<file path="src/rtl/pipereg_de_skid.sv">
// Decode-to-execute pipeline register with valid/ready handshake and a 2-entry skid buffer.
// Registered in_ready; synchronous flush; saturating bubble/stall counters.
module pipereg_de_skid #(
  parameter int unsigned DATA_W  = 32,
  parameter int unsigned ADDR_W  = 4,
  parameter int unsigned NUM_SRC = 2,
  parameter int unsigned CNT_W   = 16
) (
  input  logic                      clk,
  input  logic                      reset_n,
  input  logic                      flush,
  input  logic                      in_valid,
  output logic                      in_ready,
  input  logic [NUM_SRC*DATA_W-1:0] in_rd,
  input  logic [NUM_SRC*ADDR_W-1:0] in_ra,
  input  logic [ADDR_W-1:0]         in_wa,
  input  logic [DATA_W-1:0]         in_imm,
  output logic                      out_valid,
  input  logic                      out_ready,
  output logic [NUM_SRC*DATA_W-1:0] out_rd,
  output logic [NUM_SRC*ADDR_W-1:0] out_ra,
  output logic [ADDR_W-1:0]         out_wa,
  output logic [DATA_W-1:0]         out_imm,
  output logic [CNT_W-1:0]          bubble_cnt,
  output logic [CNT_W-1:0]          stall_cnt
);

  localparam int unsigned RD_W = NUM_SRC * DATA_W;
  localparam int unsigned RA_W = NUM_SRC * ADDR_W;

  typedef enum logic [1:0] {
    EMPTY = 2'd0,
    ONE   = 2'd1,
    TWO   = 2'd2
  } state_e;

  state_e              state_q, state_d;
  logic                main_valid_q, main_valid_d;
  logic                skid_valid_q, skid_valid_d;
  logic                in_ready_q, in_ready_d;
  logic [RD_W-1:0]     main_rd_q, main_rd_d, skid_rd_q, skid_rd_d;
  logic [RA_W-1:0]     main_ra_q, main_ra_d, skid_ra_q, skid_ra_d;
  logic [ADDR_W-1:0]   main_wa_q, main_wa_d, skid_wa_q, skid_wa_d;
  logic [DATA_W-1:0]   main_imm_q, main_imm_d, skid_imm_q, skid_imm_d;
  logic [CNT_W-1:0]    bubble_q, bubble_d;
  logic [CNT_W-1:0]    stall_q, stall_d;

  logic accept;
  logic pop;

  assign accept = in_valid & in_ready_q;
  assign pop    = main_valid_q & out_ready;

  always_comb begin
    state_d      = state_q;
    main_valid_d = main_valid_q;
    skid_valid_d = skid_valid_q;
    in_ready_d   = in_ready_q;
    main_rd_d    = main_rd_q;
    main_ra_d    = main_ra_q;
    main_wa_d    = main_wa_q;
    main_imm_d   = main_imm_q;
    skid_rd_d    = skid_rd_q;
    skid_ra_d    = skid_ra_q;
    skid_wa_d    = skid_wa_q;
    skid_imm_d   = skid_imm_q;

    if (flush) begin
      // Flush wins over accept and pop; a coincident accept is silently dropped.
      state_d      = EMPTY;
      main_valid_d = 1'b0;
      skid_valid_d = 1'b0;
      in_ready_d   = 1'b1;
      main_rd_d    = '0;
      main_ra_d    = '0;
      main_wa_d    = '0;
      main_imm_d   = '0;
      skid_rd_d    = '0;
      skid_ra_d    = '0;
      skid_wa_d    = '0;
      skid_imm_d   = '0;
    end else begin
      unique case (state_q)
        EMPTY: begin
          if (accept) begin
            state_d      = ONE;
            main_valid_d = 1'b1;
            main_rd_d    = in_rd;
            main_ra_d    = in_ra;
            main_wa_d    = in_wa;
            main_imm_d   = in_imm;
          end
        end
        ONE: begin
          if (accept && pop) begin
            main_rd_d  = in_rd;
            main_ra_d  = in_ra;
            main_wa_d  = in_wa;
            main_imm_d = in_imm;
          end else if (accept) begin
            state_d      = TWO;
            skid_valid_d = 1'b1;
            in_ready_d   = 1'b0;
            skid_rd_d    = in_rd;
            skid_ra_d    = in_ra;
            skid_wa_d    = in_wa;
            skid_imm_d   = in_imm;
          end else if (pop) begin
            state_d      = EMPTY;
            main_valid_d = 1'b0;
          end
        end
        TWO: begin
          if (pop) begin
            state_d      = ONE;
            skid_valid_d = 1'b0;
            in_ready_d   = 1'b1;
            main_rd_d    = skid_rd_q;
            main_ra_d    = skid_ra_q;
            main_wa_d    = skid_wa_q;
            main_imm_d   = skid_imm_q;
          end
        end
        default: begin
          state_d      = EMPTY;
          main_valid_d = 1'b0;
          skid_valid_d = 1'b0;
          in_ready_d   = 1'b1;
        end
      endcase
    end
  end

  always_comb begin
    bubble_d = bubble_q;
    stall_d  = stall_q;
    if (!main_valid_q && (bubble_q != '1)) bubble_d = bubble_q + CNT_W'(1);
    if (main_valid_q && !out_ready && (stall_q != '1)) stall_d = stall_q + CNT_W'(1);
  end

  always_ff @(posedge clk or negedge reset_n) begin
    if (!reset_n) begin
      state_q      <= EMPTY;
      main_valid_q <= 1'b0;
      skid_valid_q <= 1'b0;
      in_ready_q   <= 1'b1;
      main_rd_q    <= '0;
      main_ra_q    <= '0;
      main_wa_q    <= '0;
      main_imm_q   <= '0;
      skid_rd_q    <= '0;
      skid_ra_q    <= '0;
      skid_wa_q    <= '0;
      skid_imm_q   <= '0;
      bubble_q     <= '0;
      stall_q      <= '0;
    end else begin
      state_q      <= state_d;
      main_valid_q <= main_valid_d;
      skid_valid_q <= skid_valid_d;
      in_ready_q   <= in_ready_d;
      main_rd_q    <= main_rd_d;
      main_ra_q    <= main_ra_d;
      main_wa_q    <= main_wa_d;
      main_imm_q   <= main_imm_d;
      skid_rd_q    <= skid_rd_d;
      skid_ra_q    <= skid_ra_d;
      skid_wa_q    <= skid_wa_d;
      skid_imm_q   <= skid_imm_d;
      bubble_q     <= bubble_d;
      stall_q      <= stall_d;
    end
  end

  assign in_ready   = in_ready_q;
  assign out_valid  = main_valid_q;
  assign out_rd     = main_rd_q;
  assign out_ra     = main_ra_q;
  assign out_wa     = main_wa_q;
  assign out_imm    = main_imm_q;
  assign bubble_cnt = bubble_q;
  assign stall_cnt  = stall_q;

endmodule

</file>
<file path="config.mk">
export PLATFORM = sky130hd
export DESIGN_NAME = pipereg_de_skid
export DESIGN_NICKNAME = d
export VERILOG_FILES = /design/src/rtl/pipereg_de_skid.sv
export SDC_FILE = /design/constraint.sdc
export NUM_CORES = 1
export LEC_CHECK = 0
export BUFFER_PORTS_ARGS = -buffer_cell sky130_fd_sc_hd__buf_2
export CAP_MARGIN = 10
export CORE_MARGIN = 1
export CORE_UTILIZATION = 54
export CTS_BUF_LIST = sky130_fd_sc_hd__clkbuf_16
export CTS_CLUSTER_SIZE = 12
export DETAILED_ROUTE_END_ITERATION = 7
export HOLD_SLACK_MARGIN = 0.1
export PLACE_DENSITY_LB_ADDON = 0.08
export SLEW_MARGIN = 20
export SYNTH_ARGS = -nofsm -noshare
export SYNTH_HDL_FRONTEND = slang
export SYNTH_SLANG_ARGS = --single-unit
</file>
<file path="constraint.sdc">
create_clock -name clk -period 2.3 [get_ports clk]
set_input_delay 0.46 -clock clk [delete_from_list [all_inputs] [get_ports clk]]
set_output_delay 0.46 -clock clk [all_outputs]
set_load 0.1 [all_outputs]
</file>
==> metrics.md <==
| Metric | Value |
|---|---|
| Syn Std Cell Area | `11300 um^2` |
| Largest net degree at the start of global routing | `around 110` |
| Clock sink count | `roughly 250` |
| Max Slew Vio Count | `0` |
| Synth Instances | `roughly 1100` |
| Worst skew pair latency | `between 500 and 600 ps` |
| Status | `finished clean` |
| First DRT Iteration DRCs | `between 400 and 500` |
| R2r setup slk | `approximately 100 ps` |
| Via/cell ratio | `about 5.6` |
| Setup violators final | `0` |
| TritonCTS buffer count | `28` |
| DIE AREA | `between 20000 and 25000 um^2` |
| Clock Path Buffers | `3` |
| Number of max-cap violations | `0` |
| Core box area | `about 20000 um^2` |
| Post-Synth Simple-Gate Area | `between 10 and 15%` |
| DR WL/cell | `between 15 and 20 um` |
| Area share of fa/ha/maj cells after synthesis | `0.665%` |
| XOR/XNOR Fraction of Synth Area | `~2%` |
| First-pass GRT wire length | `~45000 um` |
| CTS root buf | `clkbuf_16` |
| Clk slew on worst S/H paths | `60 ps` |
| Register area share after synthesis | `between 50% and 60%` |
| Gr usage total | `around a quarter` |
| Final hold violations | `0` |
| Crit path required time | `between 2000 and 3000 ps` |
| R2R Path Start | `state_q[0]` |
| Post-DRT Antenna Nets | `0` |
| Routed WL | `28400 um` |
| Synthesized Nets | `approximately 1200` |
| CP Class | `flip-flop to flip-flop` |
| Worst Tran Pin Value | `between 800 and 900 ps` |
| Fin crit period | `2200 ps` |
| Crit path arrival time | `roughly 2600 ps` |
| First-pass DRT Iterations | `5` |
| Largest family of logic cells by synthesized area | `simple AND/OR/NAND/NOR gates` |
| Routability Congestion | `approximately 0.8` |
| Most common cell after layout, fill and taps aside | `buf_2` |
| Area Overhead vs Synth | `24.1%` |
| I/O pin cnt | `roughly 260` |
| Yosys warnings | `0` |
| WHS Endpoint | `skid_imm_q[21]` |
| RR Endpoint | `out_rd[59]` |
| Vias | `9239` |
| Global route overflow | `0` |
| Critical Path End Type | `flip-flop` |
| Clock skew | `approximately 6.7 ps` |
| Layout cells sized above 1 | `roughly a quarter` |
| DRC Markers | `0` |
| TritonCTS clock tree | `built` |
| Fillers | `between 1500 and 2000` |
| Post-synthesis mux area share | `between 9 and 10%` |
| Hold Crit Class | `primary input to flip-flop` |
| Max Fclk | `roughly 0.45 GHz` |
| Die Span Y | `approximately 150 um` |
| Type of origin of the critical path | `flip-flop` |
| Synth Register Bits | `roughly 250` |
| Detailed Place HPWL | `around 18000 um` |
| Antenna violations before repair | `7` |
| Final nets | `roughly 1500` |
| Reg2Reg Depth | `7` |
| Row count | `between 50 and 60` |
| Synth top area share | `between 50% and 60%` |
| Synth unique cells | `just over 40` |
| Slew margin rel. | `44.5%` |
| Avg Inst Size Synth | `about 10 um^2` |
| Most frequent cells in the layout | `buf_2, dfrtp_1, nand2_1` |
| Fin Setup TNS | `0 ps` |
| Crit share post-route | `a little over nine tenths` |
| Vias in the first global route | `roughly 9000` |
| Unrepaired setup endpoints after global routing | `false` |
| I/O Buffers | `about 250` |
| Hold depth | `3` |
| Largest area contributor in the netlist | `dfrtp_1` |
| CP Max Fanout | `48` |
| Die width | `roughly 150 um` |
| Starting Density | `a little under three fifths` |
| Main area contributors after synthesis | `dfrtp_1, mux2i_1, nand2_1` |
| Complex-gate fraction of the synthesized area | `a little over an eighth` |
| HP Start | `in_imm[21]` |
| Max H-tree Level | `1` |
synthesized netlist by cell type:
cell type,n
a2111oi_0,1
a2111oi_4,1
a211oi_1,111
a21boi_0,2
a21boi_1,1
a21oi_1,114
a22o_1,1
and2_1,1
and3_1,3
and4_1,5
and4b_1,1
buf_1,4
buf_2,14
buf_4,4
clkbuf_1,64
dfrtp_1,251
dfstp_2,1
ha_1,6
inv_1,6
mux2_2,3
mux2i_1,109
nand2_1,226
nand2b_1,2
nand3_1,13
nand3b_1,1
nand4_1,17
nor2_1,115
nor3_1,5
nor4_1,2
nor4b_1,1
o21a_1,1
o21ai_0,3
o311a_1,1
o311ai_0,1
o31a_1,1
o41a_1,1
or2_2,3
or3_1,1
or4_1,2
xnor2_1,15
xor2_1,11
layout make-up:
class / count / area (um^2) / share of cell area [%]
Inverter: 6 / 22.5 / 0.161
Antenna cell: 8 / 20.0 / 0.143
Timing Repair Buffer: 294 / 1820 / 13.0
Sequential cell: 252 / 6330 / 45.2
Multi-Input combinational cell: 781 / 4640 / 33.1
Tap cell: 270 / 338 / 2.41
Clock inverter: 20 / 111 / 0.795
Clock buffer: 29 / 726 / 5.18
stage by stage:
stage	setup slack, ps	std cells	cell area, um^2	util (%)	hold WS (ps)
6_report	99.0	1660	14000	68.8	168
5_1_grt	19.7	1659	14000	68.8	164
4_1_cts	41.4	1642	13900	68.1	151
3_5_place_dp	31.4	1592	13000	63.9	429
3_3_place_gp	149	1592	13000	63.9	424
2_1_floorplan	22.7	1125	11300	-	164
worst max path at each step:
stage / endpoint / slack, ps / from
3_5_place_dp: out_rd[2] / 30 / state_q[0]
2_1_floorplan: out_imm[10] / 20 / in_ready
6_report: out_rd[59] / 100 / state_q[0]
4_1_cts: out_rd[2] / 40 / state_q[0]
5_1_grt: out_rd[63] / 20 / state_q[0]
3_3_place_gp: out_ra[4] / 150 / out_ready
cell families after synthesis:
family / after synthesis
AOI/OAI and AO/OA: 239
xor gates and xnor gates: 26
adders and majority gates: 6
buffers and inverters: 92
DFF: 252
muxes: 112
and+or+nand+nor: 398
what timing repair did:
| action | 4_1_cts | 5_1_grt |
|---|---|---|
| pin swaps | 0 | 1 |
| resized for setup | 1 | 7 |
| gates cloned | 0 | 2 |
| hold endpoints to repair | 47 | 0 |
| endpoints found under the setup margin | 1 | 54 |
| buffers inserted | 0 | 8 |
| hold buffers | 1 | 0 |
state kept, by name, indices dropped and copies added, names as in the netlist:
name and count:
out_rd 64, skid_rd_q 64, out_imm 32, skid_imm_q 32, bubble_cnt 16, stall_cnt 16, out_ra 8, skid_ra_q 8
out_wa 4, skid_wa_q 4, state_q 2, in_ready 1, out_valid 1
per-layer routing:
metal  vias up  share of wire (%)  wire, um  global-route usage [%]
li1       4409                  -         -                       -
met3        38                7.1      2010                    5.66
met4         0                2.2       610                    9.32
met1      4526                 43     12100                    34.8
met2       266                 48     13600                    41.9
met5         -                  0         0                       0
critical path: stages, from the launching register on:
cell	delay (ps)
dfrtp_1	390
inv_2	80
ha_2	210
a21boi_1	160
a2111oi_4	470
buf_4	200
clkbuf_8	350
a211oi_1	150
Power is left out: the tool's default activity adds up to more than one toggle a clock period on the data nets, which glitch-free logic cannot reach.
